File: config.mk
export PLATFORM = sky130hd
export DESIGN_NAME = rgb_pwm_periph_flat
export DESIGN_NICKNAME = d
export VERILOG_FILES = /design/src/rtl/rgb_pwm_periph_if.sv /design/src/rtl/rgb_pwm_periph.sv /design/src/flat_wrapper.sv
export SDC_FILE = /design/constraint.sdc
export NUM_CORES = 1
export LEC_CHECK = 0
export ABC_AREA = 0
export CORE_MARGIN = 2
export CORE_UTILIZATION = 50
export DETAILED_ROUTE_END_ITERATION = 16
export PLACE_DENSITY_LB_ADDON = 0.05
export SYNTH_ARGS = -nofsm -noshare
export SYNTH_HDL_FRONTEND = slang
export SYNTH_SLANG_ARGS = --single-unit
File: constraint.sdc
create_clock -name clk -period 16.7 [get_ports clk]
set_input_delay 1.67 -clock clk [delete_from_list [all_inputs] [get_ports clk]]
set_output_delay 1.67 -clock clk [all_outputs]
set_load 0.005 [all_outputs]
File: src/rtl/rgb_pwm_periph_if.sv
// rtl/rgb_pwm_periph_if.sv - request/response bus bundle for the RGB PWM peripheral
interface rgb_pwm_periph_if;
   logic        req_valid;
   logic        req_ready;
   logic        req_we;
   logic [1:0]  req_addr;
   logic [31:0] req_wdata;
   logic [3:0]  req_wmask;
   logic        rsp_valid;
   logic [31:0] rsp_rdata;

   modport master (
      output req_valid, req_we, req_addr, req_wdata, req_wmask,
      input  req_ready, rsp_valid, rsp_rdata
   );

   modport slave (
      input  req_valid, req_we, req_addr, req_wdata, req_wmask,
      output req_ready, rsp_valid, rsp_rdata
   );
endinterface

File: src/rtl/rgb_pwm_periph.sv
// rtl/rgb_pwm_periph.sv - memory-mapped RGB PWM LED driver with microsecond/millisecond timers
module rgb_pwm_periph #(
   parameter int PWM_BITS = 8,
   parameter int CLK_HZ   = 12000000
) (
   input  logic              clk,
   input  logic              reset,
   rgb_pwm_periph_if.slave   bus,
   output logic              RGB_R,
   output logic              RGB_G,
   output logic              RGB_B
);

   localparam int PRE_MAX = CLK_HZ / 1000000 - 1;
   localparam int PRE_W   = (PRE_MAX > 0) ? $clog2(PRE_MAX + 1) : 1;
   localparam logic [PWM_BITS-1:0] CNT_LAST = {{(PWM_BITS-1){1'b1}}, 1'b0};

   typedef enum logic {IDLE, RESP} state_t;

   state_t              state;
   logic                req_ready_q;
   logic                rsp_valid_q;
   logic [31:0]         rsp_rdata_q;
   logic                lat_we;
   logic [1:0]          lat_addr;
   logic [23:0]         lat_wdata;
   logic [2:0]          lat_wmask;

   logic [PWM_BITS-1:0] pend_r, pend_g, pend_b;
   logic [PWM_BITS-1:0] act_r, act_g, act_b;
   logic                ctrl_en, ctrl_inv;
   logic [PWM_BITS-1:0] pwm_cnt;
   logic [PRE_W-1:0]    prescaler;
   logic [9:0]          ms_sub;
   logic [31:0]         micros, millis;

   logic [31:0]         duty_word;
   logic [31:0]         rd_value;
   logic                pwm_wrap, us_tick;
   logic                on_r, on_g, on_b;

   assign bus.req_ready = req_ready_q;
   assign bus.rsp_valid = rsp_valid_q;
   assign bus.rsp_rdata = rsp_rdata_q;

   assign duty_word = {8'd0, 8'(pend_b), 8'(pend_g), 8'(pend_r)};
   assign pwm_wrap  = (pwm_cnt == CNT_LAST);
   assign us_tick   = (prescaler == PRE_W'(PRE_MAX));
   assign on_r      = (pwm_cnt < act_r);
   assign on_g      = (pwm_cnt < act_g);
   assign on_b      = (pwm_cnt < act_b);

   always_comb begin
      rd_value = 32'd0;
      case (bus.req_addr)
         2'd0:    rd_value = duty_word;
         2'd1:    rd_value = {30'd0, ctrl_inv, ctrl_en};
         2'd2:    rd_value = micros;
         default: rd_value = millis;
      endcase
   end

   // Loads are answered with state sampled at the accept edge; stores commit on leaving RESP.
   always_ff @(posedge clk or posedge reset) begin
      if (reset) begin
         state       <= IDLE;
         req_ready_q <= 1'b1;
         rsp_valid_q <= 1'b0;
         rsp_rdata_q <= 32'd0;
         lat_we      <= 1'b0;
         lat_addr    <= 2'd0;
         lat_wdata   <= 24'd0;
         lat_wmask   <= 3'd0;
         pend_r      <= '0;
         pend_g      <= '0;
         pend_b      <= '0;
         ctrl_en     <= 1'b0;
         ctrl_inv    <= 1'b0;
      end else begin
         case (state)
            IDLE: begin
               if (bus.req_valid) begin
                  state       <= RESP;
                  req_ready_q <= 1'b0;
                  rsp_valid_q <= 1'b1;
                  rsp_rdata_q <= bus.req_we ? 32'd0 : rd_value;
                  lat_we      <= bus.req_we;
                  lat_addr    <= bus.req_addr;
                  lat_wdata   <= bus.req_wdata[23:0];
                  lat_wmask   <= bus.req_wmask[2:0];
               end
            end
            RESP: begin
               state       <= IDLE;
               req_ready_q <= 1'b1;
               rsp_valid_q <= 1'b0;
               rsp_rdata_q <= 32'd0;
               if (lat_we && lat_addr == 2'd0) begin
                  if (lat_wmask[0]) pend_r <= lat_wdata[PWM_BITS-1:0];
                  if (lat_wmask[1]) pend_g <= lat_wdata[8 +: PWM_BITS];
                  if (lat_wmask[2]) pend_b <= lat_wdata[16 +: PWM_BITS];
               end
               if (lat_we && lat_addr == 2'd1 && lat_wmask[0]) begin
                  ctrl_en  <= lat_wdata[0];
                  ctrl_inv <= lat_wdata[1];
               end
            end
            default: state <= IDLE;
         endcase
      end
   end

   // Active duty only follows pending at the wrap, so a period is never cut short.
   always_ff @(posedge clk or posedge reset) begin
      if (reset) begin
         pwm_cnt <= '0;
         act_r   <= '0;
         act_g   <= '0;
         act_b   <= '0;
         RGB_R   <= 1'b1;
         RGB_G   <= 1'b1;
         RGB_B   <= 1'b1;
      end else begin
         pwm_cnt <= pwm_wrap ? '0 : pwm_cnt + 1'b1;
         if (pwm_wrap) begin
            act_r <= pend_r;
            act_g <= pend_g;
            act_b <= pend_b;
         end
         RGB_R <= ctrl_en ? ~(on_r ^ ctrl_inv) : ~ctrl_inv;
         RGB_G <= ctrl_en ? ~(on_g ^ ctrl_inv) : ~ctrl_inv;
         RGB_B <= ctrl_en ? ~(on_b ^ ctrl_inv) : ~ctrl_inv;
      end
   end

   always_ff @(posedge clk or posedge reset) begin
      if (reset) begin
         prescaler <= '0;
         ms_sub    <= 10'd0;
         micros    <= 32'd0;
         millis    <= 32'd0;
      end else begin
         prescaler <= us_tick ? '0 : prescaler + 1'b1;
         if (us_tick) begin
            micros <= micros + 32'd1;
            ms_sub <= (ms_sub == 10'd999) ? 10'd0 : ms_sub + 10'd1;
            if (ms_sub == 10'd999) millis <= millis + 32'd1;
         end
      end
   end

endmodule

File: src/flat_wrapper.sv
// flat-port wrapper written by rule: the top's interface ports become plain ports
module rgb_pwm_periph_flat 
#(
   parameter int PWM_BITS = 8,
   parameter int CLK_HZ   = 12000000
)
  (clk, reset, RGB_R, RGB_G, RGB_B, bus_req_valid, bus_req_we, bus_req_addr, bus_req_wdata, bus_req_wmask, bus_req_ready, bus_rsp_valid, bus_rsp_rdata);
  rgb_pwm_periph_if bus_i ();
  input  logic clk;
  input  logic reset;
  output logic RGB_R;
  output logic RGB_G;
  output logic RGB_B;
  input wire logic [$bits(bus_i.req_valid)-1:0] bus_req_valid;
  input wire logic [$bits(bus_i.req_we)-1:0] bus_req_we;
  input wire logic [$bits(bus_i.req_addr)-1:0] bus_req_addr;
  input wire logic [$bits(bus_i.req_wdata)-1:0] bus_req_wdata;
  input wire logic [$bits(bus_i.req_wmask)-1:0] bus_req_wmask;
  output wire logic [$bits(bus_i.req_ready)-1:0] bus_req_ready;
  output wire logic [$bits(bus_i.rsp_valid)-1:0] bus_rsp_valid;
  output wire logic [$bits(bus_i.rsp_rdata)-1:0] bus_rsp_rdata;
  assign bus_i.req_valid = bus_req_valid;
  assign bus_i.req_we = bus_req_we;
  assign bus_i.req_addr = bus_req_addr;
  assign bus_i.req_wdata = bus_req_wdata;
  assign bus_i.req_wmask = bus_req_wmask;
  assign bus_req_ready = bus_i.req_ready;
  assign bus_rsp_valid = bus_i.rsp_valid;
  assign bus_rsp_rdata = bus_i.rsp_rdata;
  rgb_pwm_periph #(.PWM_BITS(PWM_BITS), .CLK_HZ(CLK_HZ)) u_core (.clk(clk), .reset(reset), .bus(bus_i), .RGB_R(RGB_R), .RGB_G(RGB_G), .RGB_B(RGB_B));
endmodule
---- After elaboration in Yosys (flattened, before gate mapping) ----
Index checks and enable logic that the tools add are counted.
storage, ports and cells
  logic and storage cells ................. 74
  input port bits ......................... 42
  register bits after elaboration ......... 204
cells by class
  $add $sub $neg .......................... 5
  bitwise logic cells ..................... 8
  magnitude comparators ................... 3
  reductions and logical operators ........ 11
  multiplexer cells ....................... 16
  equal/unequal tests ..................... 7
operators with widths
  operator                                       count
  one-hot mux 32 bit (3 select lines)            1
  adder 32 x 1 -> 32 bit, second input constant  2
  2-to-1 mux 32 bit                              2
  one-hot mux 32 bit (2 select lines)            1
  < comparator 8 bit                             3
  adder 10 x 1 -> 10 bit, second input constant  1
  == test 10 bit, second input constant          1
  2-to-1 mux 10 bit                              1
  AND reduction 3 bit                            3
  adder 8 x 1 -> 8 bit, second input constant    1
  == test 8 bit, second input constant           1
  2-to-1 mux 8 bit                               1
  2-to-1 mux 1 bit                               6
  one-hot mux 1 bit (2 select lines)             3
  AND reduction 2 bit                            3
  NOT 1 bit                                      5
  adder 4 x 1 -> 4 bit, second input constant    1
  == test 2 x 1 -> 1 bit, second input constant  2
  == test 4 bit, second input constant           1
  zero test 2 bit                                2
  2-to-1 mux 4 bit                               1
  logical AND 1 bit                              3
  XOR 1 bit                                      3
  == test 2 bit, second input constant           1
  inequality test 2 bit, second input constant   1

---- Depth between registers and ports, before layout ----
Gate-level depths: netlist of run 1.
  depth in word-level cells ............... 5
  gate-level depth with buffers ........... 8
  depth with buffers taken out ............ 7

---- Worst setup path before layout of run 1 ----
OpenSTA, ideal clock, no wires.
  path type ............................... input -> register
  start point ............................. in bus_req_addr[0]
  end point ............................... reg u_core.rsp_rdata_q[11], in the netlist u_core.bus.rsp_rdata[11]
  setup time .............................. 133 ps
  stages on the path ...................... 5
  data arrival time ....................... 2798 ps
  slack ................................... 13769 ps
  cell sequence ........................... clkbuf_1 -> clkbuf_1 -> mux2_2 -> a22oi_1 -> o21ai_0
between the ends
  cells in the longest elaborated chain, start to end .. 5
  elaborated cells on any way between the ends .. 7
  those cells by class .................... eq/ne: 2; mux: 4; reduce/logical: 1
RTL lines
  item                                     RTL line              text
  start: declaration                       flat_wrapper.sv:16    input wire logic [$bits(bus_i.req_addr)-1:0] bus_req_addr;
  == test 2 bit (tied with other cells)    rgb_pwm_periph.sv:55  case (bus.req_addr)
  one-hot mux 32 bit (3 select lines) (*)  rgb_pwm_periph.sv:55
  2-to-1 mux 32 bit (*)                    rgb_pwm_periph.sv:86  rsp_rdata_q <= bus.req_we ? 32'd0 : rd_value;
  2-to-1 mux 32 bit (*)                    rgb_pwm_periph.sv:82  if (bus.req_valid) begin
  one-hot mux 32 bit (2 select lines) (*)  rgb_pwm_periph.sv:80  case (state)
  end signal: assignment                   rgb_pwm_periph.sv:86
  end: declaration                         rgb_pwm_periph.sv:23  logic [31:0] rsp_rdata_q;
Every way passes the cells marked *; elsewhere a longest branch is shown, timed or not. The select of a mux whose other input is x is not followed.
A chain may end at the register's enable or synchronous reset.

==> impl_metrics.py, run 1 <==
metrics = {
    "grt": {
        "grt_first_pass_wirelength_um": 34000,
        "grt_pass1_vias": 6363,
        "grt_max_degree": 125,
        "grt.overflow.total": 0,
        "grt_use_total_pct": 21.7,
        "antenna_found_initial": 0,
    },
    "clock_tree": {
        "cts.sinks": 204,
        "hold_buffers": 0,
        "clk_latency_ps": 500,
        "htree_levels": 1,
        "cts_root_buffer": "clkbuf_16",
        "cts_resized": 0,
        "cts_buffer_depth": 3,
        "cts_made_buffers": 22,
        "postCtsSetupRepairBufs": 0,
        "clk_pin_slew_ps": 60,
        "cts_tree": "yes",
    },
    "cells_and_area": {
        "stdcell_count": 1113,
        "syn_to_final_growth_pct": 17.6,
        "n_antenna_cell": 0,
        "final_cell_mix": "dfrtp_1 (200), nand2_1 (94), mux2_2 (82)",
        "n_fill_cell": 1448,
        "final_common_cell": "dfrtp_1",
        "fin_util_pct": 60.2,
        "final_nets": 937,
        "drive_above_1_share_pct": 16.3,
    },
    "yosys": {
        "synth_cells": 795,
        "synth-async-reset-ratio_pct": 100,
        "syn_nets": 864,
        "ys.flop_type": "dfrtp_1",
        "syn_avg_cell_area_um2": 11.6,
        "synth.distinct_cells": 47,
        "synth_seq_cells": 204,
        "syn_area_um2": 9250,
        "yosysSeqAreaShare_pct": 55.2,
        "ys_warn_count": 0,
        "synth_edf_count": 0,
    },
    "sta": {
        "worst_slew_pin_slew_ps": 1010,
        "fin_crit_sh_pct": 20.2,
        "min_period_ps": 3370,
        "final.setup_skew_ps": 7.87,
        "slew-limit-headroom_pct": 32.4,
        "finalSetupViolations": 0,
        "fmax_mhz": 297,
        "slew_viol_final": 0,
        "rsz0062_at_grt": "false",
        "hold_violations": 0,
        "finalSetupTns_ps": 0,
    },
    "die": {
        "core_um2": 18100,
        "rows": 49,
        "io_pins": 79,
        "die_height_um": 140,
        "start_util_pct": 51.2,
        "fp.dieW_um": 140,
        "dieArea_um2": 19600,
    },
    "power_and_ir_drop": {
        "power_density_nw_per_um2": 108,
        "internal_power_uw": 891,
        "p_sw_uw": 286,
        "power.share.clock_pct": 40.2,
        "vdd_drop_max_v": 0.0000740,
        "swShare_pct": 24.3,
        "p_leak_nw": 4.90,
        "power_frac_comb_pct": 8.8,
        "sequentialPowerShare_pct": 51.0,
    },
    "routing": {
        "ant_nets": 0,
        "drt_iter0_drc": 387,
        "drc": 7,
        "detail_route.wl_per_cell_um": 18.6,
        "vias": 6238,
        "dr.pass1.iters": 10,
        "drt-total-wl_um": 20700,
        "vias_per_cell": 5.60,
    },
    "worst_setup_path": {
        "crit_slowest_cell": "buf_4",
        "cp_data_arrival_time_ps": 3850,
        "endpoint_kind": "async pin",
        "worst_setup_path_start_kind": "input pin",
        "cp_max_fo": 124,
        "path_class": "input pin to async pin",
        "worstPathRequired_ps": 17170,
        "max_stage_delay_ps": 910,
        "worstPathCellList": "clkdlybuf4s50_1, inv_8, buf_4",
    },
    "hold_path": {
        "hp-class": "flop to flop",
    },
    "run_status": {
        "status": "complete, but fails checks",
        "violations": "DRC",
    },
    "placement": {
        "place.detailed.hpwl_um": 14400,
        "numPortBuffers": 69,
        "dp_cells": 1073,
        "gp_congestion": 0.866,
    },
    "run": {
        "max_cap_violations": 0,
    },
}
## state kept, by name, summed over array words and instances, names as in the netlist, 2 cells and up
| name | flops |
|---|---|
| u_core.act_b | 8 |
| u_core.act_g | 8 |
| u_core.act_r | 8 |
| u_core.bus.rsp_rdata | 32 |
| u_core.lat_addr | 2 |
| u_core.lat_wdata | 24 |
| u_core.lat_wmask | 3 |
| u_core.micros | 32 |
| u_core.millis | 32 |
| u_core.ms_sub | 10 |
| u_core.pend_b | 8 |
| u_core.pend_g | 8 |
| u_core.pend_r | 8 |
| u_core.prescaler | 4 |
| u_core.pwm_cnt | 8 |
## power by group through the flow
stage	Clock, mW	Sequential [mW]	Combinational, mW
after CTS	0.487	0.601	0.106
after floorplan	0	0.581	0.0684
after detailed placement	0	0.610	0.106
after global routing	0.508	0.605	0.114
final	0.473	0.600	0.104
after global placement	0	0.607	0.102
## final cells by class
type,count,area (um^2),area share [%]
multi-input cells,535,3920,36.0
inverters,28,113,1.03
well taps,229,287,2.63
clock buffers,34,647,5.94
repair buffers,77,751,6.90
clock inverters,6,55.1,0.506
flip-flops and latches,204,5110,46.9
## Yosys cell counts, drive strengths merged, types with 2 or more instances
library cell | instances | area, um^2
or3 | 2 | 12.5
a22o | 3 | 26.3
buf | 8 | 46.3
o21bai | 3 | 22.5
nand2b | 6 | 37.5
and3b | 3 | 26.3
nor3 | 7 | 45.0
mux2i | 8 | 80.1
xnor2 | 51 | 447
clkbuf | 20 | 75.1
a2111oi | 3 | 26.3
a41oi | 3 | 26.3
and4 | 10 | 90.1
dfrtp | 200 | 5000
nor4 | 2 | 18.8
nor2 | 41 | 156
a21oi | 2 | 10.0
mux2 | 82 | 923
mux4 | 2 | 45.0
dfstp | 4 | 105
nand2 | 95 | 359
nand3 | 23 | 115
nand3b | 5 | 41.3
inv | 28 | 105
o21ai | 57 | 285
and3 | 16 | 100
a22oi | 22 | 165
nand4 | 20 | 153
o21a | 3 | 22.5
and2 | 5 | 31.3
xor2 | 26 | 235
ha | 27 | 338
a21o | 5 | 37.5
## critical path: cells and delay by family
kind,cells,cell delay (ps)
buf+inv,3,1980
## kinds of logic (layout without fill, tap and decap cells)
kind of cell	count (synthesis)	count (layout)	share of synthesized area, %
adders and majority gates	27	27	3.65
AOI/OAI and AO/OA	101	101	6.72
DFF	204	204	55.2
muxes	92	92	11.3
xor gates and xnor gates	77	77	7.37
buffers and inverters	56	145	2.45
and+or+nand+nor	238	238	13.3
## per-stage QoR
step	power, mW	setup slack (ps)	hold WS [ps]	cell area (um^2)
2_1_floorplan	0.649	9470	433	9250
3_3_place_gp	0.709	12830	444	10200
3_5_place_dp	0.715	12720	453	10200
4_1_cts	1.19	13260	461	10900
5_1_grt	1.23	12980	490	10900
6_report	1.18	13330	463	10900
## worst paths after layout
path	startpoint	endpoint	slack [ps]	cells after the start
max	reset	u_core.micros[28]	13330	3
min	u_core.prescaler[0]	u_core.prescaler[0]	460	1
max reg2reg	u_core.prescaler[0]	u_core.micros[22]	14360	6
min reg2reg	u_core.prescaler[0]	u_core.prescaler[0]	460	1
max in group clk	bus_req_valid	u_core.lat_wdata[8]	13360	5
min in group asynchronous	reset	u_core.bus.rsp_rdata[30]	1720	2
## metal layers
layer | GRT usage [%] | vias to the layer above | wire length [um] | share of wire (%)
met1 | 31.4 | 3138 | 9620 | 47
met5 | 0 | - | 0 | 0
met2 | 34.8 | 149 | 9670 | 47
li1 | - | 2918 | - | -
met3 | 3.28 | 33 | 995 | 4.8
met4 | 5.21 | 0 | 388 | 1.9
(Power assumes the default switching activity.)
==> run 2, diff against run 1 <==
clock period = 2.81 ns   (was 16.7 ns; I/O delays follow)
==> run 2 against run 1 <==
  * The run still ends with DRC left
  * Die area unchanged
  * Clock-buffer cell count is 1 higher
  * Flip-flop and latch count stayed put
  * Sequential share of layout area down 0.35 points
  * Clock skew fell by 1.6 ps
  * Final cell count grew 0.45%
  * First-iteration DRC count shrank 9.8%
  * Setup slack got worse by 13000 ps
  * Combinational power grew to 6.1 times the previous value
  * Largest power group unchanged
  * Highest routed layer unchanged
==> impl_metrics.py, run 2 (same netlist as run 1, synthesis figures left out) <==
metrics = {
    "clock_tree": {
        "clk_pin_slew_ps": 60,
        "hold_buffers": 0,
        "cts_buffer_depth": 3,
        "htree_levels": 1,
        "cts.sinks": 204,
        "cts_made_buffers": 23,
        "postCtsSetupRepairBufs": 0,
        "cts_tree": "yes",
        "cts_root_buffer": "clkbuf_16",
        "clk_latency_ps": 500,
        "cts_resized": 0,
    },
    "power_and_ir_drop": {
        "power_density_nw_per_um2": 633,
        "p_leak_nw": 4.94,
        "vdd_drop_max_v": 0.000510,
        "p_total_mw": 6.94,
    },
    "worst_setup_path": {
        "cp_data_arrival_time_ps": 2630,
        "worstPathRequired_ps": 3230,
        "worst_setup_path_start_kind": "flop",
        "path_class": "flop to flop",
        "endpoint_kind": "flop",
        "cp_max_fo": 10,
    },
    "sta": {
        "fin_ws_ps": 603,
        "worst_slew_pin_slew_ps": 855,
        "fin_crit_sh_pct": 78.6,
        "hold_violations": 0,
        "finalSetupViolations": 0,
        "rsz0062_at_grt": "false",
        "min_period_ps": 2210,
        "slew_viol_final": 0,
        "final.setup_skew_ps": 6.26,
        "slew-limit-headroom_pct": 43.0,
        "fmax_mhz": 453,
    },
    "placement": {
        "dp_cells": 1080,
        "place.detailed.hpwl_um": 14600,
        "pre_cts_slack_ps": 597,
        "gp_congestion": 0.839,
        "numPortBuffers": 69,
    },
    "routing": {
        "ant_nets": 0,
        "vias_per_cell": 5.54,
        "drt_iter0_drc": 349,
        "drt-total-wl_um": 20300,
        "vias": 6196,
        "dr.pass1.iters": 11,
        "drc": 6,
        "detail_route.wl_per_cell_um": 18.1,
    },
    "die": {
        "io_pins": 79,
        "die_height_um": 140,
        "start_util_pct": 51.2,
        "core_um2": 18100,
        "dieArea_um2": 19600,
        "fp.dieW_um": 140,
        "rows": 49,
    },
    "cells_and_area": {
        "stdcell_count": 1118,
        "final_nets": 945,
        "syn_to_final_growth_pct": 18.5,
        "drive_above_1_share_pct": 16.9,
        "final_common_cell": "dfrtp_1",
        "fin_util_pct": 60.6,
        "n_antenna_cell": 0,
        "final_cell_mix": "dfrtp_1 (200), nand2_1 (94), mux2_2 (82)",
    },
    "run": {
        "max_cap_violations": 0,
    },
    "grt": {
        "grt_pass1_vias": 6350,
        "antenna_found_initial": 0,
        "grt_use_total_pct": 21.4,
        "grt_first_pass_wirelength_um": 33500,
        "grt.overflow.total": 0,
        "grt_max_degree": 69,
    },
    "run_status": {
        "status": "complete, but fails checks",
        "violations": "DRC",
    },
    "hold_path": {
        "hp-class": "input pin to async pin",
    },
}
run 2: cell type report:
| type | count | area [um^2] |
|---|---|---|
| Clock buffer | 35 | 671 |
| Clock inverter | 3 | 15.0 |
| Fill cell | 1464 | 7120 |
| Inverter | 28 | 109 |
| Multi-Input combinational cell | 535 | 3920 |
| Sequential cell | 204 | 5110 |
| Tap cell | 229 | 287 |
| Timing Repair Buffer | 84 | 853 |
run 2: worst max-delay path, cell delays in order, from the launching register on:
cell	delay, ps
dfrtp_1	360
ha_1	220
and3b_1	450
and4_1	270
and4_1	420
and4_4	280
xor2_2	130
run 2: stage by stage:
| stage | cell area (um^2) | hold slack [ps] | setup TNS [ps] |
|---|---|---|---|
| final | 11000 | 211 | 0 |
| after global routing | 11000 | 246 | 0 |
| after CTS | 11000 | 214 | 0 |
| after detailed placement | 10300 | 452 | 0 |
| after global placement | 10300 | 445 | 0 |
| after floorplan | 9260 | 411 | -22400 |
run 2: layer usage:
layer,vias to the layer above,GRT usage [%],wire (um)
li1,2921,-,-
met1,3123,30.3,9520
met2,119,34.9,9620
met3,33,2.94,691
met4,0,5.85,437
met5,-,0,0
run 2: path summary, 6_finish.rpt:
path,startpoint,to,slack (ps),cells after the start
worst max-delay path,u_core.prescaler[0],u_core.millis[19],600,6
worst min-delay path,reset,u_core.millis[27],210,2
worst max register to register,u_core.prescaler[0],u_core.millis[19],600,6
worst min register to register,u_core.prescaler[0],u_core.prescaler[0],450,1
max in group asynchronous,reset,u_core.RGB_G,1820,3
min in group clk,bus_req_wdata[9],u_core.lat_wdata[9],390,2
run 2: report_power, final:
group | internal (mW) | leakage (nW) | switching (mW)
clock | 1.63 | 0.339 | 1.12
combinational | 0.387 | 1.91 | 0.245
sequential | 3.25 | 2.69 | 0.315
